[src/rtl/seq_bin2bcd_pkg.sv]
// Shared types, segment codes and helpers for the sequential binary-to-BCD converter.
// Latency: n/a (declarations only).
// Backpressure: n/a.
package seq_bin2bcd_pkg;

  typedef enum logic [1:0] {
    IDLE  = 2'd0,
    SHIFT = 2'd1,
    DONE  = 2'd2
  } state_t;

  // Segment codes, bit order {a,b,c,d,e,f,g}, active-high
  localparam logic [6:0] SEG_0     = 7'b1111110;
  localparam logic [6:0] SEG_1     = 7'b0110000;
  localparam logic [6:0] SEG_2     = 7'b1101101;
  localparam logic [6:0] SEG_3     = 7'b1111001;
  localparam logic [6:0] SEG_4     = 7'b0110011;
  localparam logic [6:0] SEG_5     = 7'b1011011;
  localparam logic [6:0] SEG_6     = 7'b1011111;
  localparam logic [6:0] SEG_7     = 7'b1110000;
  localparam logic [6:0] SEG_8     = 7'b1111111;
  localparam logic [6:0] SEG_9     = 7'b1111011;
  localparam logic [6:0] SEG_BLANK = 7'b0000000;

  // Double-dabble correction: a digit >= 5 gets +3 so the following shift carries correctly
  function automatic logic [3:0] add3_fix(input logic [3:0] d);
    return (d >= 4'd5) ? (d + 4'd3) : d;
  endfunction

  // Elaboration-time helper for the digit-capacity check
  function automatic longint unsigned pow10(input int n);
    longint unsigned r;
    r = 64'd1;
    for (int i = 0; i < n; i++) begin
      r = r * 64'd10;
    end
    return r;
  endfunction

endpackage

[src/rtl/bcd_digit_to_7sd.sv]
// Combinational BCD digit to 7-segment encoder, abcdefg active-high; codes > 9 blank.
// Latency: 0 cycles (pure combinational).
// Backpressure: none.
module bcd_digit_to_7sd
  import seq_bin2bcd_pkg::*;
(
  input  logic [3:0] bcd,
  output logic [6:0] seg
);

  // Lookup of the segment pattern for one decimal digit
  always_comb begin
    seg = SEG_BLANK;
    case (bcd)
      4'd0:    seg = SEG_0;
      4'd1:    seg = SEG_1;
      4'd2:    seg = SEG_2;
      4'd3:    seg = SEG_3;
      4'd4:    seg = SEG_4;
      4'd5:    seg = SEG_5;
      4'd6:    seg = SEG_6;
      4'd7:    seg = SEG_7;
      4'd8:    seg = SEG_8;
      4'd9:    seg = SEG_9;
      default: seg = SEG_BLANK;
    endcase
  end

endmodule

[src/rtl/seq_bin2bcd_7sd.sv]
// Iterative double-dabble binary-to-BCD converter (one bit per clock) with 7-segment outputs.
// Latency: WIDTH cycles from input accept to OUT_VALID; one result per WIDTH+2 cycles.
// Backpressure: result held in DONE until OUT_READY; IN_READY low outside IDLE.
// Optional: define SEQ_BIN2BCD_LEADING_ZERO_BLANK_EN to blank leading-zero digits on SEG_OUT.
module seq_bin2bcd_7sd
  import seq_bin2bcd_pkg::*;
#(
  parameter int WIDTH  = 9,
  parameter int DIGITS = 3
) (
  input  logic                  CLK,
  input  logic                  RST_N,
  input  logic                  IN_VALID,
  output logic                  IN_READY,
  input  logic [WIDTH-1:0]      BIN_IN,
  output logic                  OUT_VALID,
  input  logic                  OUT_READY,
  output logic [4*DIGITS-1:0]   BCD_OUT,
  output logic [7*DIGITS-1:0]   SEG_OUT,
  output logic                  BUSY
);

  localparam int CW = $clog2(WIDTH + 1);
  localparam int BW = 4 * DIGITS;
  localparam longint unsigned MAX_IN = (64'd1 << WIDTH) - 64'd1;

  // The digit count must be able to represent the largest input value
  if (pow10(DIGITS) <= MAX_IN) begin : g_digits_check
    $error("seq_bin2bcd_7sd: DIGITS too small for WIDTH");
  end

  state_t               state;
  state_t               state_nxt;
  logic [WIDTH-1:0]     shift_q;
  logic [BW-1:0]        scratch_q;
  logic [CW-1:0]        cnt_q;
  logic [BW-1:0]        corrected;
  logic [BW-1:0]        scratch_nxt;
  logic [7*DIGITS-1:0]  seg_nxt;
  logic                 load;
  logic                 step;
  logic                 last;

  // Per-digit add-3 correction, no carry between digits
  for (genvar i = 0; i < DIGITS; i++) begin : g_fix
    assign corrected[4*i +: 4] = add3_fix(scratch_q[4*i +: 4]);
  end

  // The scratch picks up the next binary MSB on each shift
  assign scratch_nxt = {corrected[BW-2:0], shift_q[WIDTH-1]};
  assign last        = (cnt_q == CW'(1));

`ifdef SEQ_BIN2BCD_LEADING_ZERO_BLANK_EN
  logic [DIGITS-1:0] blank;
  logic              seen_nz;

  // Mark digits above the most significant non-zero digit; digit 0 always shows
  always_comb begin
    blank   = '0;
    seen_nz = 1'b0;
    for (int i = DIGITS - 1; i > 0; i--) begin
      seen_nz  = seen_nz | (scratch_nxt[4*i +: 4] != 4'd0);
      blank[i] = !seen_nz;
    end
  end
`endif

  // Segment encoding of the final scratch, registered together with BCD_OUT
  for (genvar i = 0; i < DIGITS; i++) begin : g_dig
    logic [6:0] seg_raw;

    bcd_digit_to_7sd u_enc (
      .bcd (scratch_nxt[4*i +: 4]),
      .seg (seg_raw)
    );

`ifdef SEQ_BIN2BCD_LEADING_ZERO_BLANK_EN
    assign seg_nxt[7*i +: 7] = blank[i] ? SEG_BLANK : seg_raw;
`else
    assign seg_nxt[7*i +: 7] = seg_raw;
`endif
  end

  // State register
  always_ff @(posedge CLK or negedge RST_N) begin
    if (!RST_N) begin
      state <= IDLE;
    end else begin
      state <= state_nxt;
    end
  end

  // Next-state and handshake outputs
  always_comb begin
    state_nxt = state;
    IN_READY  = 1'b0;
    OUT_VALID = 1'b0;
    BUSY      = 1'b0;
    load      = 1'b0;
    step      = 1'b0;
    unique case (state)
      IDLE: begin
        IN_READY = 1'b1;
        if (IN_VALID) begin
          load      = 1'b1;
          state_nxt = SHIFT;
        end
      end
      SHIFT: begin
        BUSY = 1'b1;
        step = 1'b1;
        if (last) begin
          state_nxt = DONE;
        end
      end
      DONE: begin
        OUT_VALID = 1'b1;
        if (OUT_READY) begin
          state_nxt = IDLE;
        end
      end
      default: state_nxt = IDLE;
    endcase
  end

  // Shift/scratch/counter datapath; results latch on the final shift and persist afterwards
  always_ff @(posedge CLK or negedge RST_N) begin
    if (!RST_N) begin
      shift_q   <= '0;
      scratch_q <= '0;
      cnt_q     <= '0;
      BCD_OUT   <= '0;
      SEG_OUT   <= '0;
    end else if (load) begin
      shift_q   <= BIN_IN;
      scratch_q <= '0;
      cnt_q     <= CW'(WIDTH);
    end else if (step) begin
      shift_q   <= shift_q << 1;
      scratch_q <= scratch_nxt;
      cnt_q     <= cnt_q - CW'(1);
      if (last) begin
        BCD_OUT <= scratch_nxt;
        SEG_OUT <= seg_nxt;
      end
    end
  end

endmodule

[config.mk]
export PLATFORM = sky130hd
export DESIGN_NAME = seq_bin2bcd_7sd
export DESIGN_NICKNAME = d
export VERILOG_FILES = /design/src/rtl/seq_bin2bcd_pkg.sv /design/src/rtl/bcd_digit_to_7sd.sv /design/src/rtl/seq_bin2bcd_7sd.sv
export SDC_FILE = /design/constraint.sdc
export NUM_CORES = 1
export LEC_CHECK = 0
export CAP_MARGIN = 40
export CORE_UTILIZATION = 35
export CTS_CLUSTER_SIZE = 14
export DETAILED_ROUTE_END_ITERATION = 10
export PLACE_DENSITY = 0.64
export RECOVER_POWER = 50
export SLEW_MARGIN = 20
export SYNTH_ARGS = -nofsm -noshare
export SYNTH_HDL_FRONTEND = slang
export SYNTH_SLANG_ARGS = --single-unit
[constraint.sdc]
create_clock -name CLK -period 5.2 [get_ports CLK]
set_clock_uncertainty 0.15 [all_clocks]
set_input_delay 1.04 -clock CLK [delete_from_list [all_inputs] [get_ports CLK]]
set_output_delay 1.04 -clock CLK [all_outputs]
set_load 0.02 [all_outputs]
==> results_dict.tcl, run 1 <==
set metrics [dict create \
    drtPass1Iterations 7 \
    met1_length_mm 3.48 \
    synth_edf_count 0 \
    startpoint "RST_N" \
    drv_cap 1 \
    p_sw_mw 1.36 \
    r2r_cells 9 \
    intPower_mw 1.66 \
    die_area_um2 9840 \
    cts_hold_buf 0 \
    failed_checks "design-rule violations, max-capacitance violations, max-slew violations" \
    p_comb_frac 0.556 \
    clkTransAtPathRegs_ns 0.06 \
    dp_hpwl_mm 5.03 \
    utilization 0.443 \
    worstMarginPinSlew_ns 2.05 \
    hp-class "reg2reg" \
    p_clk_frac 0.154 \
    drcViolationCount 2 \
    period_share 0.689 \
    wl_met2_mm 3.38 \
    r2r_end "SEG_OUT[14]" \
    dominantRegCellSynth "dfrtp_1" \
    switching_share 0.450 \
    drtIter0Drc 208 \
    cp_common_cell "clkbuf_1" \
    die_h_um 99.2 \
    final_cell_mix "60 x dfrtp_1, 51 x nand2_1, 46 x clkdlybuf4s50_1, 41 x o21ai_0, 25 x nor2_1" \
    wl_met3_um 283 \
    routed_wl_mm 7.26 \
    overflow 0 \
    syn_nets 393 \
    die_w_um 99.2 \
    h-tree-depth 3 \
    ctsResizeCount 0 \
    cp_num_buf_inv 2 \
    rsz0062_at_grt "no" \
    status "finished, violations left" \
    initial_core_util 0.360 \
    fin_ws_ns 1.62 \
    antennaDiodeCount 0 \
    grt_pass1_vias 2556 \
    cp.depth 2 \
    netlist_area_um2 3310 \
    pre_cts_ws_ns 1.94 \
    start_kind "input port" \
    power_density_nw_per_um2 740 \
    num_vias 2679 \
    peakVddDrop_v 0.000206 \
    crit_slowest_cell "clkbuf_1" \
    cts_sinks 60 \
    routed_via_density 5.17 \
    rows 35 \
    routedWlPerCell_um 14.0 \
    critPathCapture "shift_q[1]" \
    worst_ep_required_time_ns 5.08 \
    io_pins 49 \
    insertion_delay_ns 0.33 \
    port_buffers 48 \
    arrival_ns 3.46 \
    gp_congestion 0.799 \
    crit-reg2reg-launch "scratch_q[4]" \
    drive_gt1_frac 0.0713 \
    seqPwrFrac 0.291 \
    drtAntennaViolNets 0 \
    antenna_found_initial 0 \
    synth_cell_type_count 50 \
    clockBufferDepth 2 \
    syn_inst 357 \
    async_flop_share 1.00 \
    core_um2 9200 \
    p_leak_nw 1.80 \
    fin_crit_ns 3.58 \
    finalHoldViolations 0 \
    crit_family "buffers and inverters" \
    tns_ns 0 \
    ys_ff_latch 60 \
    cpPeakStageDelay_ns 1.55 \
    routed.top_layer "met4" \
    crit_type "in2async" \
    slew_violations 40 \
    nets 438 \
    synth_area_per_cell_um2 9.26 \
    cts_tree "done" \
    fmax_mhz 279 \
    path_cells "clkbuf_1, clkbuf_1" \
    yosysSeqAreaShare 0.454 \
    grtUsageTotal 0.159 \
    slew_headroom -0.370 \
    yosys_warnings 0 \
    root_buffer "clkbuf_8" \
    regToRegSetupSlack_ns 2.31 \
    path_max_fanout 39 \
    grt_max_degree 40 \
    final_common_cell "dfrtp_1" \
    syn_to_final_growth_pct 23.2 \
    grt_pass1_wl_mm 12.4 \
    numCtsBuffers 9 \
    cp-end-kind "async pin" \
    post-cts-setup-buffers 0 \
    setup_violations 0 \
]
## final cells by class
type / instances / area (um^2)
repair buffers: 51 / 497
clock buffers: 11 / 141
flip-flops and latches: 60 / 1500
fillers: 920 / 5120
well taps: 111 / 139
clock inverters: 5 / 75.1
multi-input cells: 257 / 1630
inverters: 23 / 86.3
## power groups by stage
stage | clock network (mW) | logic, mW | registers [mW]
finish | 0.463 | 1.67 | 0.877
global route | 0.496 | 1.88 | 0.912
CTS | 0.476 | 1.67 | 0.878
detailed placement | 0 | 1.67 | 0.885
global placement | 0 | 1.63 | 0.878
floorplan | 0 | 1.07 | 0.961
## Yosys cell counts, types with 2 or more instances
| library cell | instances | area share |
|---|---|---|
| nand2b_1 | 5 | 0.0095 |
| buf_2 | 3 | 0.0045 |
| a221oi_1 | 5 | 0.013 |
| nand3_1 | 16 | 0.024 |
| a32oi_1 | 2 | 0.0053 |
| o21ai_0 | 41 | 0.062 |
| o211ai_1 | 6 | 0.014 |
| inv_1 | 22 | 0.025 |
| nand4_1 | 2 | 0.0038 |
| xnor2_1 | 7 | 0.019 |
| ha_1 | 23 | 0.087 |
| a31oi_1 | 4 | 0.0076 |
| nand2_1 | 51 | 0.058 |
| mux2i_1 | 2 | 0.0061 |
| clkbuf_1 | 11 | 0.012 |
| a21o_1 | 4 | 0.0091 |
| or3_1 | 2 | 0.0038 |
| a31o_2 | 2 | 0.0053 |
| nand2b_2 | 2 | 0.0053 |
| a21oi_1 | 12 | 0.018 |
| nor2_1 | 25 | 0.028 |
| and2_1 | 3 | 0.0057 |
| buf_4 | 2 | 0.0045 |
| nor4_1 | 2 | 0.0038 |
| nor3b_1 | 4 | 0.0091 |
| a211oi_1 | 3 | 0.0068 |
| o21a_1 | 4 | 0.0091 |
| dfrtp_1 | 60 | 0.45 |
| nor3_1 | 2 | 0.0030 |
| a22oi_1 | 8 | 0.018 |
| a221o_1 | 3 | 0.0091 |
## worst min-delay path by stage
stage          startpoint    endpoint  slack, ns  depth (start not counted)
6_report       SEG_OUT[6]  SEG_OUT[6]       0.33                          2
3_5_place_dp   shift_q[3]  shift_q[3]       0.32                          2
4_1_cts        shift_q[4]  shift_q[4]       0.34                          2
3_3_place_gp   shift_q[2]  shift_q[2]       0.31                          2
5_1_grt        shift_q[3]  shift_q[3]       0.35                          2
2_1_floorplan  shift_q[1]  shift_q[1]       0.30                          2
## cells by family (layout without fill, tap and decap cells)
family,Yosys count,after routing,synth area share
DFF,60,60,0.454
xor gates and xnor gates,8,8,0.0212
AOI/OAI and AO/OA,102,102,0.203
buffers and inverters,40,90,0.0511
adders and majority gates,23,23,0.0870
and+or+nand+nor,120,120,0.169
muxes,4,4,0.0148
## registers in the layout, indices dropped and copies added, names as in the netlist
register and flops:
cnt_q 4, shift_q 9, BCD_OUT 12, scratch_q 12, SEG_OUT 21, state 2
## layer usage
layer / track usage / up-vias
met2: 0.252 / 57
met5: 0 / -
li1: - / 1338
met3: 0.0323 / 11
met4: 0.0679 / 0
met1: 0.211 / 1273
## stage by stage
step / area [um^2] / cells / total power, mW / hold slack (ns)
2_1_floorplan: 3310 / 357 / 2.03 / 0.296
3_3_place_gp: 3850 / 501 / 2.51 / 0.312
3_5_place_dp: 3850 / 501 / 2.55 / 0.316
4_1_cts: 4070 / 517 / 3.03 / 0.336
5_1_grt: 4070 / 518 / 3.29 / 0.346
6_report: 4070 / 518 / 3.01 / 0.330
(Power assumes the default switching activity.)
==> run 2: changes to the inputs <==
==> constraint.sdc (replaced) <==
create_clock -name CLK -period 3.7 [get_ports CLK]
set_clock_uncertainty 0.15 [all_clocks]
set_input_delay 0.74 -clock CLK [delete_from_list [all_inputs] [get_ports CLK]]
set_output_delay 0.74 -clock CLK [all_outputs]
set_load 0.02 [all_outputs]
==> results_dict.tcl, run 2 (synthesis results as in run 1) <==
set metrics [dict create \
    routedWlPerCell_um 14.0 \
    arrival_ns 2.83 \
    cts_sinks 60 \
    final_cell_mix "60 x dfrtp_1, 51 x nand2_1, 46 x clkdlybuf4s50_1, 41 x o21ai_0, 25 x nor2_1" \
    antenna_found_initial 0 \
    final_common_cell "dfrtp_1" \
    largest_reg_flops 21 \
    drtIter0Drc 96 \
    slew_headroom 0.0927 \
    cp-end-kind "register" \
    tns_ns 0 \
    ctsResizeCount 0 \
    setup_violations 0 \
    fmax_mhz 366 \
    period_share 0.738 \
    grtUsageTotal 0.161 \
    die_area_um2 9840 \
    dp_hpwl_mm 5.15 \
    grt_max_degree 30 \
    antennaDiodeCount 0 \
    die_h_um 99.2 \
    seqPwrFrac 0.288 \
    fin_cells 522 \
    drive_gt1_frac 0.0706 \
    power_density_nw_per_um2 1040 \
    die_w_um 99.2 \
    switching_share 0.448 \
    io_pins 49 \
    cts_hold_buf 0 \
    clockBufferDepth 2 \
    h-tree-depth 3 \
    rows 35 \
    fin_crit_ns 2.73 \
    insertion_delay_ns 0.33 \
    routed_wl_mm 7.31 \
    worst_ep_required_time_ns 3.80 \
    peakVddDrop_v 0.000373 \
    grt_pass1_wl_mm 12.5 \
    drv_cap 0 \
    intPower_mw 2.34 \
    slew_violations 0 \
    drcViolationCount 2 \
    status "finished, violations left" \
    numCtsBuffers 9 \
    rsz0062_at_grt "no" \
    grt_pass1_vias 2603 \
    worstMarginPinSlew_ns 1.36 \
    routed_via_density 5.14 \
    drtPass1Iterations 7 \
    largest-register "SEG_OUT" \
    holdPathStages 2 \
    utilization 0.444 \
    total_power_mw 4.24 \
    clkTransAtPathRegs_ns 0.07 \
    core_um2 9200 \
    finalHoldViolations 0 \
    gp_congestion 0.895 \
    p_leak_nw 1.80 \
    initial_core_util 0.360 \
    hold_ws_ns 0.326 \
    failed_checks "design-rule violations" \
    p_clk_frac 0.152 \
    top_regs "SEG_OUT x21, BCD_OUT x12, scratch_q x12" \
    overflow 0 \
    post-cts-setup-buffers 0 \
    crit_type "reg2reg" \
    cts_tree "done" \
    p_comb_frac 0.560 \
    start_kind "register" \
    drtAntennaViolNets 0 \
    num_vias 2683 \
    syn_to_final_growth_pct 23.5 \
    nets 442 \
    p_sw_mw 1.90 \
    r2r_cells 10 \
    hp-class "reg2reg" \
    root_buffer "clkbuf_8" \
    dpl.cell_count 506 \
    path_max_fanout 8 \
    port_buffers 48 \
]
[run 2: changes by cell type in the layout (fill, tap and decap cells not counted)]
cell and delta:
mux2_4 -1, buf_4 +2, nor3b_2 -1, nand2b_1 -1, nor3b_1 +1, nand2b_2 +1, buf_6 -1, mux2_1 +1
clkbuf_1 +3
[run 2: metal layers]
metal  part of all wire  up-vias  track usage
met5                  0        -            0
met4             0.0052        0       0.0396
met3              0.040        2       0.0499
met2               0.48       63        0.255
met1               0.48     1272        0.215
li1                   -     1346            -
[run 2: worst max-delay path: stages (launching register included)]
cell and delay, ns:
dfrtp_1 0.46, inv_1 0.16, ha_1 0.30, nand2b_2 0.14, nor3b_1 0.16, a21oi_1 0.12, clkbuf_1 0.31, inv_1 0.11
ha_1 0.23, or3_1 0.36, a31oi_1 0.16
[run 2: cell type report]
| class | instances | area, um^2 |
|---|---|---|
| well taps | 111 | 139 |
| flip-flops and latches | 60 | 1500 |
| inverters | 23 | 86.3 |
| clock inverters | 5 | 75.1 |
| repair buffers | 55 | 512 |
| fillers | 900 | 5110 |
| multi-input cells | 257 | 1630 |
| clock buffers | 11 | 141 |
[run 2: per-stage QoR]
stage	setup WS, ns	cell area, um^2
after floorplan	1.23	3310
after global placement	1.09	3890
after detailed placement	1.00	3890
after CTS	0.985	4110
after global routing	0.624	4080
final	0.971	4080
[run 2: power groups by stage]
stage               Clock (mW)  Combinational [mW]  Sequential, mW
floorplan                    0                1.50            1.35
global placement             0                2.35            1.22
detailed placement           0                2.40            1.23
CTS                      0.671                2.40            1.22
global route             0.703                2.65            1.27
finish                   0.645                2.37            1.22
[run 2: worst paths after layout]
check | end | slack [ns] | start
setup / recovery | SEG_OUT[14] | 0.97 | scratch_q[4]
hold / removal | SEG_OUT[5] | 0.33 | SEG_OUT[5]
setup reg to reg | SEG_OUT[14] | 0.97 | scratch_q[4]
hold reg to reg | SEG_OUT[5] | 0.33 | SEG_OUT[5]
max in group asynchronous | BCD_OUT[6] | 1.12 | RST_N
min in group asynchronous | BCD_OUT[0] | 0.46 | RST_N
==> run 3: changes to the inputs <==
--- a/config.mk
+++ b/config.mk
@@ -9,7 +9,7 @@
 export CORE_UTILIZATION = 35
 export CTS_CLUSTER_SIZE = 14
 export DETAILED_ROUTE_END_ITERATION = 10
-export PLACE_DENSITY = 0.64
+export PLACE_DENSITY = 0.66
 export RECOVER_POWER = 50
 export SLEW_MARGIN = 20
 export SYNTH_ARGS = -nofsm -noshare
==> constraint.sdc (replaced) <==
create_clock -name CLK -period 2.3 [get_ports CLK]
set_clock_uncertainty 0.15 [all_clocks]
set_input_delay 0.46 -clock CLK [delete_from_list [all_inputs] [get_ports CLK]]
set_output_delay 0.46 -clock CLK [all_outputs]
set_load 0.02 [all_outputs]
==> results_dict.tcl, run 3 (synthesis results as in run 1) <==
set metrics [dict create \
    period_share 0.953 \
    worstMarginPinSlew_ns 0.830 \
    syn_to_final_growth_pct 29.5 \
    cts_tree "done" \
    slew_headroom 0.447 \
    largest-register "SEG_OUT" \
    die_h_um 99.2 \
    initial_core_util 0.360 \
    final_cell_mix "60 x dfrtp_1, 51 x nand2_1, 45 x clkdlybuf4s50_1, 39 x o21ai_0, 25 x nor2_1" \
    setup_violations 0 \
    fin_ws_ns 0.109 \
    utilization 0.466 \
    power_density_nw_per_um2 1670 \
    die_area_um2 9840 \
    fin_crit_ns 2.19 \
    port_buffers 48 \
    cpPeakStageDelay_ns 0.40 \
    routed_via_density 5.18 \
    regArea_um2 1500 \
    start_kind "register" \
    drv_cap 0 \
    crit_slowest_cell "dfrtp_1" \
    grt_pass1_wl_mm 13.0 \
    fin_cells 541 \
    fillers 888 \
    status "completed" \
    drtIter0Drc 142 \
    drive_gt1_frac 0.147 \
    core_um2 9200 \
    fmax_mhz 456 \
    insertion_delay_ns 0.33 \
    overflow 0 \
    io_pins 49 \
    peakVddDrop_v 0.000696 \
    top_regs "SEG_OUT x21, BCD_OUT x12, scratch_q x12" \
    multi_input_area_um2 1680 \
    regToRegSetupSlack_ns 0.11 \
    rows 35 \
    nets 462 \
    path_cells "inv_1, ha_2, nand2b_1, a21oi_4, xnor2_2, inv_1, ha_1, or3_1, a31oi_1" \
    numCtsBuffers 9 \
    clockBufferDepth 2 \
    dpl.cell_count 523 \
    rsz0062_at_grt "yes" \
    routedWlPerCell_um 14.2 \
    num_vias 2805 \
    drcViolationCount 0 \
    die_w_um 99.2 \
    hold_ws_ns 0.329 \
    worst_ep_required_time_ns 2.40 \
    slew_violations 0 \
    hp-class "reg2reg" \
    drtAntennaViolNets 0 \
    dp_hpwl_mm 5.40 \
    grtUsageTotal 0.166 \
    cp_common_cell "inv_1" \
    routed_wl_mm 7.70 \
    cp-end-kind "register" \
    arrival_ns 2.30 \
    grt_pass1_vias 2821 \
    root_buffer "clkbuf_8" \
    grt_max_degree 61 \
    cts_sinks 60 \
    clkTransAtPathRegs_ns 0.07 \
    largest_reg_flops 21 \
    pre_cts_ws_ns 0.0795 \
    crit_type "reg2reg" \
    antenna_found_initial 0 \
    drtPass1Iterations 4 \
    final_common_cell "dfrtp_1" \
    antennaDiodeCount 0 \
    h-tree-depth 3 \
    gp_congestion 0.860 \
    finalHoldViolations 0 \
    path_max_fanout 5 \
    p_leak_nw 1.92 \
]
-- run 3: changes by cell type in the layout (fill, tap and decap cells not counted), moves of 2 or more --
cell	previous run	this run
buf_4	3	22
clkbuf_1	6	1
ha_1	23	19
ha_2	0	4
a21oi_1	12	9
a21oi_2	1	3
o21ai_0	41	39
o21ai_1	0	2
-- run 3: worst paths after layout --
kind / from / to / cells after the start
hold reg to reg: shift_q[5] / shift_q[5] / 2
setup reg to reg: scratch_q[8] / SEG_OUT[14] / 9
hold / removal: shift_q[5] / shift_q[5] / 2
max in group asynchronous: RST_N / BCD_OUT[5] / 3
setup / recovery: scratch_q[8] / SEG_OUT[14] / 9
min in group asynchronous: RST_N / shift_q[4] / 3
-- run 3: per-layer routing --
| metal | vias up | wire length (um) | GRT usage |
|---|---|---|---|
| met4 | 0 | 104 | 0.0633 |
| met5 | - | 0 | 0 |
| met2 | 77 | 3740 | 0.280 |
| li1 | 1390 | - | - |
| met1 | 1326 | 3470 | 0.211 |
| met3 | 12 | 387 | 0.0323 |
-- run 3: report_power, final --
part	leakage, nW	internal (mW)	switching, mW	total, mW
registers	0.745	1.54	0.352	1.89
logic	1.08	1.91	2.45	4.36
clock network	0.0979	0.518	0.404	0.922
total	1.92	3.97	3.20	7.17
-- run 3: area by class of cell --
type                            count  area share
Timing Repair Buffer               75       0.161
Clock inverter                      5      0.0123
Multi-Input combinational cell    257       0.392
Tap cell                          111      0.0324
Inverter                           23      0.0202
Clock buffer                       10      0.0321
Sequential cell                    60       0.350
-- run 3: through the flow --
step / TNS, ns / power, mW / cell area [um^2]
finish: 0 / 7.17 / 4280
global route: -0.0599 / 7.77 / 4280
CTS: 0 / 7.15 / 4270
detailed placement: 0 / 6.19 / 4070
global placement: 0 / 6.07 / 4070
floorplan: 0 / 4.63 / 3330
-- run 3: critical path, delay by kind of cell (launching register included) --
family | cells | cell delay [ns]
compound gates | 2 | 0.36
xor+xnor | 1 | 0.14
fa+ha+maj | 2 | 0.41
buf+inv | 2 | 0.19
flops | 1 | 0.40
simple gates | 2 | 0.47
-- run 3: timing repair --
action                                  4_1_cts  5_1_grt
hold buffers                                  1        0
endpoints found under the hold margin        56        0
endpoints found under the setup margin        0       14
setup buffers                                 0        2
gates resized for setup                       0       10
